===== src/rtl/operand_collector_unit_if.sv =====
// operand_collector_unit_if: issue, register-file, scheduler and dispatch signals of one collector slot
interface operand_collector_unit_if #(
  parameter int DATA_WIDTH     = 32,
  parameter int REG_ADDR_WIDTH = 5,
  parameter int WARP_ID_WIDTH  = 2
);
  logic                      Issue_Valid_IB_OC;
  logic                      OC_Free_OC_IB;
  logic [WARP_ID_WIDTH-1:0]  Warp_ID_IB_OC;
  logic [REG_ADDR_WIDTH-1:0] Rs_IB_OC;
  logic [REG_ADDR_WIDTH-1:0] Rt_IB_OC;
  logic [REG_ADDR_WIDTH-1:0] Rd_IB_OC;
  logic                      Rs_Used_IB_OC;
  logic                      Rt_Used_IB_OC;
  logic                      RegWrite_IB_OC;
  logic                      MemRead_IB_OC;
  logic                      MemWrite_IB_OC;
  logic [1:0]                RF_Req_OC_RF;
  logic [REG_ADDR_WIDTH-1:0] RF_Addr_Rs_OC_RF;
  logic [REG_ADDR_WIDTH-1:0] RF_Addr_Rt_OC_RF;
  logic [1:0]                RF_Grt_RF_OC;
  logic [DATA_WIDTH-1:0]     RF_Data_Rs_RF_OC;
  logic [DATA_WIDTH-1:0]     RF_Data_Rt_RF_OC;
  logic                      RDY;
  logic                      RegWrite_Collecting_Ex;
  logic                      MemRead_Collecting_Ex;
  logic                      MemWrite_Collecting_Ex;
  logic                      Grt_Sched_OC;
  logic                      Dispatch_Valid_OC_Ex;
  logic [DATA_WIDTH-1:0]     Rs_Data_OC_Ex;
  logic [DATA_WIDTH-1:0]     Rt_Data_OC_Ex;
  logic [REG_ADDR_WIDTH-1:0] Rd_OC_Ex;
  logic [WARP_ID_WIDTH-1:0]  Warp_ID_OC_Ex;

  modport master (
    output Issue_Valid_IB_OC, Warp_ID_IB_OC, Rs_IB_OC, Rt_IB_OC, Rd_IB_OC,
           Rs_Used_IB_OC, Rt_Used_IB_OC, RegWrite_IB_OC, MemRead_IB_OC, MemWrite_IB_OC,
           RF_Grt_RF_OC, RF_Data_Rs_RF_OC, RF_Data_Rt_RF_OC, Grt_Sched_OC,
    input  OC_Free_OC_IB, RF_Req_OC_RF, RF_Addr_Rs_OC_RF, RF_Addr_Rt_OC_RF, RDY,
           RegWrite_Collecting_Ex, MemRead_Collecting_Ex, MemWrite_Collecting_Ex,
           Dispatch_Valid_OC_Ex, Rs_Data_OC_Ex, Rt_Data_OC_Ex, Rd_OC_Ex, Warp_ID_OC_Ex
  );

  modport slave (
    input  Issue_Valid_IB_OC, Warp_ID_IB_OC, Rs_IB_OC, Rt_IB_OC, Rd_IB_OC,
           Rs_Used_IB_OC, Rt_Used_IB_OC, RegWrite_IB_OC, MemRead_IB_OC, MemWrite_IB_OC,
           RF_Grt_RF_OC, RF_Data_Rs_RF_OC, RF_Data_Rt_RF_OC, Grt_Sched_OC,
    output OC_Free_OC_IB, RF_Req_OC_RF, RF_Addr_Rs_OC_RF, RF_Addr_Rt_OC_RF, RDY,
           RegWrite_Collecting_Ex, MemRead_Collecting_Ex, MemWrite_Collecting_Ex,
           Dispatch_Valid_OC_Ex, Rs_Data_OC_Ex, Rt_Data_OC_Ex, Rd_OC_Ex, Warp_ID_OC_Ex
  );
endinterface


===== src/rtl/operand_collector_unit.sv =====
// operand_collector_unit: one collector slot that gathers Rs/Rt from the banked register file and dispatches on scheduler grant
module operand_collector_unit #(
  parameter int DATA_WIDTH     = 32,
  parameter int REG_ADDR_WIDTH = 5,
  parameter int WARP_ID_WIDTH  = 2
) (
  input logic clk,
  input logic rst,
  operand_collector_unit_if.slave bus
);
  typedef enum logic [1:0] {IDLE, COLLECT, READY} state_t;
  state_t state, stateNext;
  logic [1:0] pending, have, waitBits, req, capture, haveNext, usedIn;
  logic free, accept, dispatch;
  logic [WARP_ID_WIDTH-1:0] warpId;
  logic [REG_ADDR_WIDTH-1:0] rs, rt, rd;
  logic regWrite, memRead, memWrite;
  logic [DATA_WIDTH-1:0] rsData, rtData;

  assign usedIn = {bus.Rt_Used_IB_OC, bus.Rs_Used_IB_OC};
  assign dispatch = (state == READY) & bus.Grt_Sched_OC;
  assign free = (state == IDLE) | dispatch;
  assign accept = free & bus.Issue_Valid_IB_OC;
  assign req = (state == COLLECT) ? pending & ~waitBits : 2'b00;
  assign capture = (state == COLLECT) ? waitBits : 2'b00;
  assign haveNext = have | capture;

  // state register
  always_ff @(posedge clk or posedge rst)
    if (rst) state <= IDLE;
    else state <= stateNext;

  // next state: a new issue wins over the return to IDLE so back-to-back issue has no bubble
  always_comb begin
    stateNext = state;
    if (accept) stateNext = (usedIn == 2'b00) ? READY : COLLECT;
    else if (dispatch) stateNext = IDLE;
    else if (state == COLLECT && haveNext == 2'b11) stateNext = READY;
  end

  // issue latch and per-operand request/wait/capture tracking
  always_ff @(posedge clk or posedge rst)
    if (rst) begin
      pending  <= '0;
      have     <= '0;
      waitBits <= '0;
      warpId   <= '0;
      rs       <= '0;
      rt       <= '0;
      rd       <= '0;
      regWrite <= 1'b0;
      memRead  <= 1'b0;
      memWrite <= 1'b0;
      rsData   <= '0;
      rtData   <= '0;
    end else if (accept) begin
      pending  <= usedIn;
      have     <= ~usedIn;
      waitBits <= '0;
      warpId   <= bus.Warp_ID_IB_OC;
      rs       <= bus.Rs_IB_OC;
      rt       <= bus.Rt_IB_OC;
      rd       <= bus.Rd_IB_OC;
      regWrite <= bus.RegWrite_IB_OC;
      memRead  <= bus.MemRead_IB_OC;
      memWrite <= bus.MemWrite_IB_OC;
      rsData   <= '0;
      rtData   <= '0;
    end else if (state == COLLECT) begin
      waitBits <= (waitBits | (req & bus.RF_Grt_RF_OC)) & ~capture;
      pending  <= pending & ~capture;
      have     <= haveNext;
      rsData   <= capture[0] ? bus.RF_Data_Rs_RF_OC : rsData;
      rtData   <= capture[1] ? bus.RF_Data_Rt_RF_OC : rtData;
    end

  assign bus.OC_Free_OC_IB          = free;
  assign bus.RF_Req_OC_RF           = req;
  assign bus.RF_Addr_Rs_OC_RF       = rs;
  assign bus.RF_Addr_Rt_OC_RF       = rt;
  assign bus.RDY                    = state == READY;
  assign bus.RegWrite_Collecting_Ex = regWrite & (state != IDLE);
  assign bus.MemRead_Collecting_Ex  = memRead & (state != IDLE);
  assign bus.MemWrite_Collecting_Ex = memWrite & (state != IDLE);
  assign bus.Dispatch_Valid_OC_Ex   = dispatch;
  assign bus.Rs_Data_OC_Ex          = rsData;
  assign bus.Rt_Data_OC_Ex          = rtData;
  assign bus.Rd_OC_Ex               = rd;
  assign bus.Warp_ID_OC_Ex          = warpId;
endmodule

===== src/flat_wrapper.sv =====
// flat-port wrapper written by rule: the top's interface ports become plain ports
module operand_collector_unit_flat 
#(
  parameter int DATA_WIDTH     = 32,
  parameter int REG_ADDR_WIDTH = 5,
  parameter int WARP_ID_WIDTH  = 2
)
  (clk, rst, bus_Issue_Valid_IB_OC, bus_Warp_ID_IB_OC, bus_Rs_IB_OC, bus_Rt_IB_OC, bus_Rd_IB_OC, bus_Rs_Used_IB_OC, bus_Rt_Used_IB_OC, bus_RegWrite_IB_OC, bus_MemRead_IB_OC, bus_MemWrite_IB_OC, bus_RF_Grt_RF_OC, bus_RF_Data_Rs_RF_OC, bus_RF_Data_Rt_RF_OC, bus_Grt_Sched_OC, bus_OC_Free_OC_IB, bus_RF_Req_OC_RF, bus_RF_Addr_Rs_OC_RF, bus_RF_Addr_Rt_OC_RF, bus_RDY, bus_RegWrite_Collecting_Ex, bus_MemRead_Collecting_Ex, bus_MemWrite_Collecting_Ex, bus_Dispatch_Valid_OC_Ex, bus_Rs_Data_OC_Ex, bus_Rt_Data_OC_Ex, bus_Rd_OC_Ex, bus_Warp_ID_OC_Ex);
  operand_collector_unit_if #(.DATA_WIDTH(DATA_WIDTH), .REG_ADDR_WIDTH(REG_ADDR_WIDTH), .WARP_ID_WIDTH(WARP_ID_WIDTH)) bus_i ();
  input logic clk;
  input logic rst;
  input wire logic [$bits(bus_i.Issue_Valid_IB_OC)-1:0] bus_Issue_Valid_IB_OC;
  input wire logic [$bits(bus_i.Warp_ID_IB_OC)-1:0] bus_Warp_ID_IB_OC;
  input wire logic [$bits(bus_i.Rs_IB_OC)-1:0] bus_Rs_IB_OC;
  input wire logic [$bits(bus_i.Rt_IB_OC)-1:0] bus_Rt_IB_OC;
  input wire logic [$bits(bus_i.Rd_IB_OC)-1:0] bus_Rd_IB_OC;
  input wire logic [$bits(bus_i.Rs_Used_IB_OC)-1:0] bus_Rs_Used_IB_OC;
  input wire logic [$bits(bus_i.Rt_Used_IB_OC)-1:0] bus_Rt_Used_IB_OC;
  input wire logic [$bits(bus_i.RegWrite_IB_OC)-1:0] bus_RegWrite_IB_OC;
  input wire logic [$bits(bus_i.MemRead_IB_OC)-1:0] bus_MemRead_IB_OC;
  input wire logic [$bits(bus_i.MemWrite_IB_OC)-1:0] bus_MemWrite_IB_OC;
  input wire logic [$bits(bus_i.RF_Grt_RF_OC)-1:0] bus_RF_Grt_RF_OC;
  input wire logic [$bits(bus_i.RF_Data_Rs_RF_OC)-1:0] bus_RF_Data_Rs_RF_OC;
  input wire logic [$bits(bus_i.RF_Data_Rt_RF_OC)-1:0] bus_RF_Data_Rt_RF_OC;
  input wire logic [$bits(bus_i.Grt_Sched_OC)-1:0] bus_Grt_Sched_OC;
  output wire logic [$bits(bus_i.OC_Free_OC_IB)-1:0] bus_OC_Free_OC_IB;
  output wire logic [$bits(bus_i.RF_Req_OC_RF)-1:0] bus_RF_Req_OC_RF;
  output wire logic [$bits(bus_i.RF_Addr_Rs_OC_RF)-1:0] bus_RF_Addr_Rs_OC_RF;
  output wire logic [$bits(bus_i.RF_Addr_Rt_OC_RF)-1:0] bus_RF_Addr_Rt_OC_RF;
  output wire logic [$bits(bus_i.RDY)-1:0] bus_RDY;
  output wire logic [$bits(bus_i.RegWrite_Collecting_Ex)-1:0] bus_RegWrite_Collecting_Ex;
  output wire logic [$bits(bus_i.MemRead_Collecting_Ex)-1:0] bus_MemRead_Collecting_Ex;
  output wire logic [$bits(bus_i.MemWrite_Collecting_Ex)-1:0] bus_MemWrite_Collecting_Ex;
  output wire logic [$bits(bus_i.Dispatch_Valid_OC_Ex)-1:0] bus_Dispatch_Valid_OC_Ex;
  output wire logic [$bits(bus_i.Rs_Data_OC_Ex)-1:0] bus_Rs_Data_OC_Ex;
  output wire logic [$bits(bus_i.Rt_Data_OC_Ex)-1:0] bus_Rt_Data_OC_Ex;
  output wire logic [$bits(bus_i.Rd_OC_Ex)-1:0] bus_Rd_OC_Ex;
  output wire logic [$bits(bus_i.Warp_ID_OC_Ex)-1:0] bus_Warp_ID_OC_Ex;
  assign bus_i.Issue_Valid_IB_OC = bus_Issue_Valid_IB_OC;
  assign bus_i.Warp_ID_IB_OC = bus_Warp_ID_IB_OC;
  assign bus_i.Rs_IB_OC = bus_Rs_IB_OC;
  assign bus_i.Rt_IB_OC = bus_Rt_IB_OC;
  assign bus_i.Rd_IB_OC = bus_Rd_IB_OC;
  assign bus_i.Rs_Used_IB_OC = bus_Rs_Used_IB_OC;
  assign bus_i.Rt_Used_IB_OC = bus_Rt_Used_IB_OC;
  assign bus_i.RegWrite_IB_OC = bus_RegWrite_IB_OC;
  assign bus_i.MemRead_IB_OC = bus_MemRead_IB_OC;
  assign bus_i.MemWrite_IB_OC = bus_MemWrite_IB_OC;
  assign bus_i.RF_Grt_RF_OC = bus_RF_Grt_RF_OC;
  assign bus_i.RF_Data_Rs_RF_OC = bus_RF_Data_Rs_RF_OC;
  assign bus_i.RF_Data_Rt_RF_OC = bus_RF_Data_Rt_RF_OC;
  assign bus_i.Grt_Sched_OC = bus_Grt_Sched_OC;
  assign bus_OC_Free_OC_IB = bus_i.OC_Free_OC_IB;
  assign bus_RF_Req_OC_RF = bus_i.RF_Req_OC_RF;
  assign bus_RF_Addr_Rs_OC_RF = bus_i.RF_Addr_Rs_OC_RF;
  assign bus_RF_Addr_Rt_OC_RF = bus_i.RF_Addr_Rt_OC_RF;
  assign bus_RDY = bus_i.RDY;
  assign bus_RegWrite_Collecting_Ex = bus_i.RegWrite_Collecting_Ex;
  assign bus_MemRead_Collecting_Ex = bus_i.MemRead_Collecting_Ex;
  assign bus_MemWrite_Collecting_Ex = bus_i.MemWrite_Collecting_Ex;
  assign bus_Dispatch_Valid_OC_Ex = bus_i.Dispatch_Valid_OC_Ex;
  assign bus_Rs_Data_OC_Ex = bus_i.Rs_Data_OC_Ex;
  assign bus_Rt_Data_OC_Ex = bus_i.Rt_Data_OC_Ex;
  assign bus_Rd_OC_Ex = bus_i.Rd_OC_Ex;
  assign bus_Warp_ID_OC_Ex = bus_i.Warp_ID_OC_Ex;
  operand_collector_unit #(.DATA_WIDTH(DATA_WIDTH), .REG_ADDR_WIDTH(REG_ADDR_WIDTH), .WARP_ID_WIDTH(WARP_ID_WIDTH)) u_core (.clk(clk), .rst(rst), .bus(bus_i));
endmodule

===== config.mk =====
export PLATFORM = sky130hd
export DESIGN_NAME = operand_collector_unit_flat
export DESIGN_NICKNAME = d
export VERILOG_FILES = /design/src/rtl/operand_collector_unit_if.sv /design/src/rtl/operand_collector_unit.sv /design/src/flat_wrapper.sv
export SDC_FILE = /design/constraint.sdc
export NUM_CORES = 1
export LEC_CHECK = 0
export CORE_MARGIN = 5
export CORE_UTILIZATION = 44
export CTS_BUF_LIST = sky130_fd_sc_hd__clkbuf_16
export CTS_CLUSTER_SIZE = 30
export DETAILED_ROUTE_END_ITERATION = 10
export PLACE_DENSITY = 0.95
export RECOVER_POWER = 25
export REMOVE_ABC_BUFFERS = 1
export SLEW_MARGIN = 20
export SYNTH_ARGS = -nofsm -noshare
export SYNTH_HDL_FRONTEND = slang
export SYNTH_SLANG_ARGS = --single-unit

===== constraint.sdc =====
create_clock -name clk -period 6.4 [get_ports clk]
set_input_delay 1.28 -clock clk [delete_from_list [all_inputs] [get_ports clk]]
set_output_delay 1.28 -clock clk [all_outputs]
set_load 0.05 [all_outputs]

==> impl_metrics.csv <==
group,metric,value,unit
synth,synth_top_area_share,60.9,%
routing,drt_pass1_iterations,6,
power,power_density,509,mW/mm2
final_layout,n_fill_cell,590,
hold_path,hold_start,"u_core.memWrite",
cts,post-cts-setup-buffers,0,
placement,dp_hpwl,7.59,mm
global_routing,grtUsageMet2,32.7,%
floorplanning,num_io_pins,181,
timing,fin_crit_sh,65.4,%
synth,synth-xor-area-share,0,%
worst_setup_path,critical_path_class,"in2out",
final_layout,n_antenna_cell,0,
routing,vias_per_cell,4.99,
timing,setup_viol,0,
cts,clkTransAtPathRegs,0.06,ns
cts,numCtsBuffers,9,
worst_setup_path,cp-start-kind,"primary input",
final_layout,drive_above_1_share,9.02,%
synth,yosys.area_share.adder,0,%
worst_setup_path,cp.required,5.12,ns
timing,maxSlewViolCount,0,
worst_setup_path,r2r_slack,4.00,ns
cts,cts.htree.levels,3,
timing,max_slew_margin,42.5,%
synth,yosys.area_share.simple,17.2,%
synth,ys_seq_area_share,60.9,%
synth,ys.warnings.count,0,
synth,ys_types,26,
final_layout,final_nets,630,
synth,synth_seq_cells,92,
floorplanning,core,0.00830,mm2
synth,synth.top_cells.by_count,"128 x nand2_1, 92 x dfrtp_1, 63 x a21oi_1",
power,irDropWorstVdd,0.000237,V
global_routing,grt_pass1_vias,3226,
timing,skew,0.00855,ns
floorplanning,dieArea,0.0106,mm2
worst_setup_path,rr_worst_depth,4,
timing,fin_setup_tns,0,ns
routing,num_vias,3233,
synth,async_reset_ff_share,100,%
timing,min_period,4.19,ns
worst_setup_path,rr_endpoint,"u_core.bus.RF_Addr_Rs_OC_RF[4]",
synth,synth_edf_count,0,
synth,synth-compound-area-share,11.1,%
flow_run,drv_cap,0,
routing,routed_wl,10.3,mm
floorplanning,die_w,103,um
global_routing,grt_use_met1,23.0,%
timing,fmax,0.239,GHz
global_routing,grt_max_degree,93,
final_layout,syn2layout_area_growth,55.7,%
cts,ctsHoldBuffers,0,
synth,syn-cell-area,0.00378,mm2
floorplanning,rows,33,
timing,rsz0062_at_grt,"false",
synth,synth_top_family_by_area,"simple AND/OR/NAND/NOR gates",
routing,ant_nets,0,
cts,cts_tree,"done",
cts,root_buffer,"clkbuf_16",
run_status,status,"finished, final reports clean",
power,leakage,2.44,nW
cts,clockBufferDepth,2,
hold_path,holdPathEnd,"u_core.memWrite",
global_routing,use_met3,6.77,%
synth,yosysMostFrequentCell,"nand2_1",
routing,wl_per_cell,15.9,um
synth,syn_area_per_cell,10.3,um2
synth,ys_top_cells_by_area,"dfrtp_1 61%, nand2_1 13%, a21oi_1 8.3%",
placement,portBuffers,180,
final_layout,fin_area,0.00589,mm2
synth,ys_dominant_reg_cell,"dfrtp_1",
floorplanning,die_h,103,um
floorplanning,start_util,45.6,%
synth,synth_mux_area_share,5.95,%
worst_setup_path,cp_max_fo,4,
timing,tightest_slew,0.862,ns
worst_setup_path,regToRegStartpoint,"u_core.state[0]",
global_routing,grt_pass1_wl,15.9,mm
timing,finalHoldViolCount,0,
global_routing,grt_usage,19.3,%
global_routing,grt_busiest_layer,"met2",
cts,cts_resized,0,
routing,first_iter_violations,93,
global_routing,antenna_found_initial,0,
global_routing,grt_overflow_total,0,
worst_setup_path,critPathCaptureType,"output pin",
worst_setup_path,worst_ep_arrival_time,2.91,ns
cts,cts_num_sinks,92,
synth,synth_cells,368,
cts,insertion_delay,0.32,ns
hold_path,holdPathStages,1,
hold_path,min_path_type,"reg2reg",
routing,drc,0,
synth,synth.largest_area_cell,"dfrtp_1",
placement,place.gp.congestion,0.785,
placement,place_area,0.00558,mm2
[where the power goes]
group / switching, mW / internal [mW] / leakage [nW] / total (mW)
Sequential: 0.130 / 0.788 / 1.21 / 0.918
Combinational: 1.02 / 0.549 / 1.09 / 1.57
Clock: 0.213 / 0.300 / 0.136 / 0.514
[cells by family after synthesis]
| group | after synthesis |
|---|---|
| flops | 92 |
| simple gates | 150 |
| buf+inv | 29 |
| compound gates | 77 |
| mux | 20 |
[placed cells by master, fill, tap and decap left out, types with 4 or more instances in the layout]
master and instances:
clkdlybuf4s50_1 177, nand2_1 128, dfrtp_1 92, a21oi_1 63
mux2_2 20, clkbuf_16 9, nor2_1 6, nor2b_1 4
inv_1 4, a22oi_1 4
[registers in the layout, summed over array words and instances (netlist names)]
register	cells
u_core.bus.RF_Addr_Rs_OC_RF	5
u_core.bus.RF_Addr_Rt_OC_RF	5
u_core.bus.Rd_OC_Ex	5
u_core.bus.Rs_Data_OC_Ex	32
u_core.bus.Rt_Data_OC_Ex	32
u_core.bus.Warp_ID_OC_Ex	2
u_core.have	2
u_core.memRead	1
u_core.memWrite	1
u_core.pending	2
u_core.regWrite	1
u_core.state	2
u_core.waitBits	2
[critical path, stage by stage]
cell	delay (ns)
dlygate4sd3_1	0.61
nor2b_4	0.09
nor2_1	0.10
clkdlybuf4s50_1	0.82
[cell type report]
type,count,area [um2],share of cell area [%]
flip-flops and latches,92,2300,39.1
repair buffers,184,1840,31.3
multi-input cells,247,1300,22.1
clock buffers,9,225,3.82
well taps,105,131,2.23
clock inverters,7,68.8,1.17
inverters,4,16.3,0.276
[worst max-delay path by stage]
stage | startpoint | end | slack [ns] | cells past startpoint
3_3_place_gp | bus_Grt_Sched_OC | bus_OC_Free_OC_IB | 2.34 | 4
6_report | bus_Grt_Sched_OC | bus_OC_Free_OC_IB | 2.21 | 4
2_1_floorplan | rst | u_core.bus.RF_Addr_Rs_OC_RF[0] | 2.73 | 1
4_1_cts | bus_Grt_Sched_OC | bus_OC_Free_OC_IB | 2.29 | 4
3_5_place_dp | bus_Grt_Sched_OC | bus_OC_Free_OC_IB | 2.29 | 4
5_1_grt | bus_Grt_Sched_OC | bus_OC_Free_OC_IB | 2.19 | 4
[metal layers]
layer,part of all wire [%],vias up
met5,0,-
met1,39,1536
met4,1.1,0
met2,48,138
met3,12,10
li1,-,1549
[per-stage QoR]
stage               std cells  hold slack [ns]  setup WS [ns]  util (%)  total power [mW]
finish                    648            0.495           2.21      70.9              3.00
global route              648            0.519           2.19      70.9              3.15
CTS                       647            0.502           2.29      70.7              3.02
detailed placement        631            0.488           2.29      67.2              2.50
global placement          630            0.479           2.34      67.1              2.45
floorplan                 343            0.459           2.73         -              1.93
Note: power is estimated with default switching activity, not from simulation.
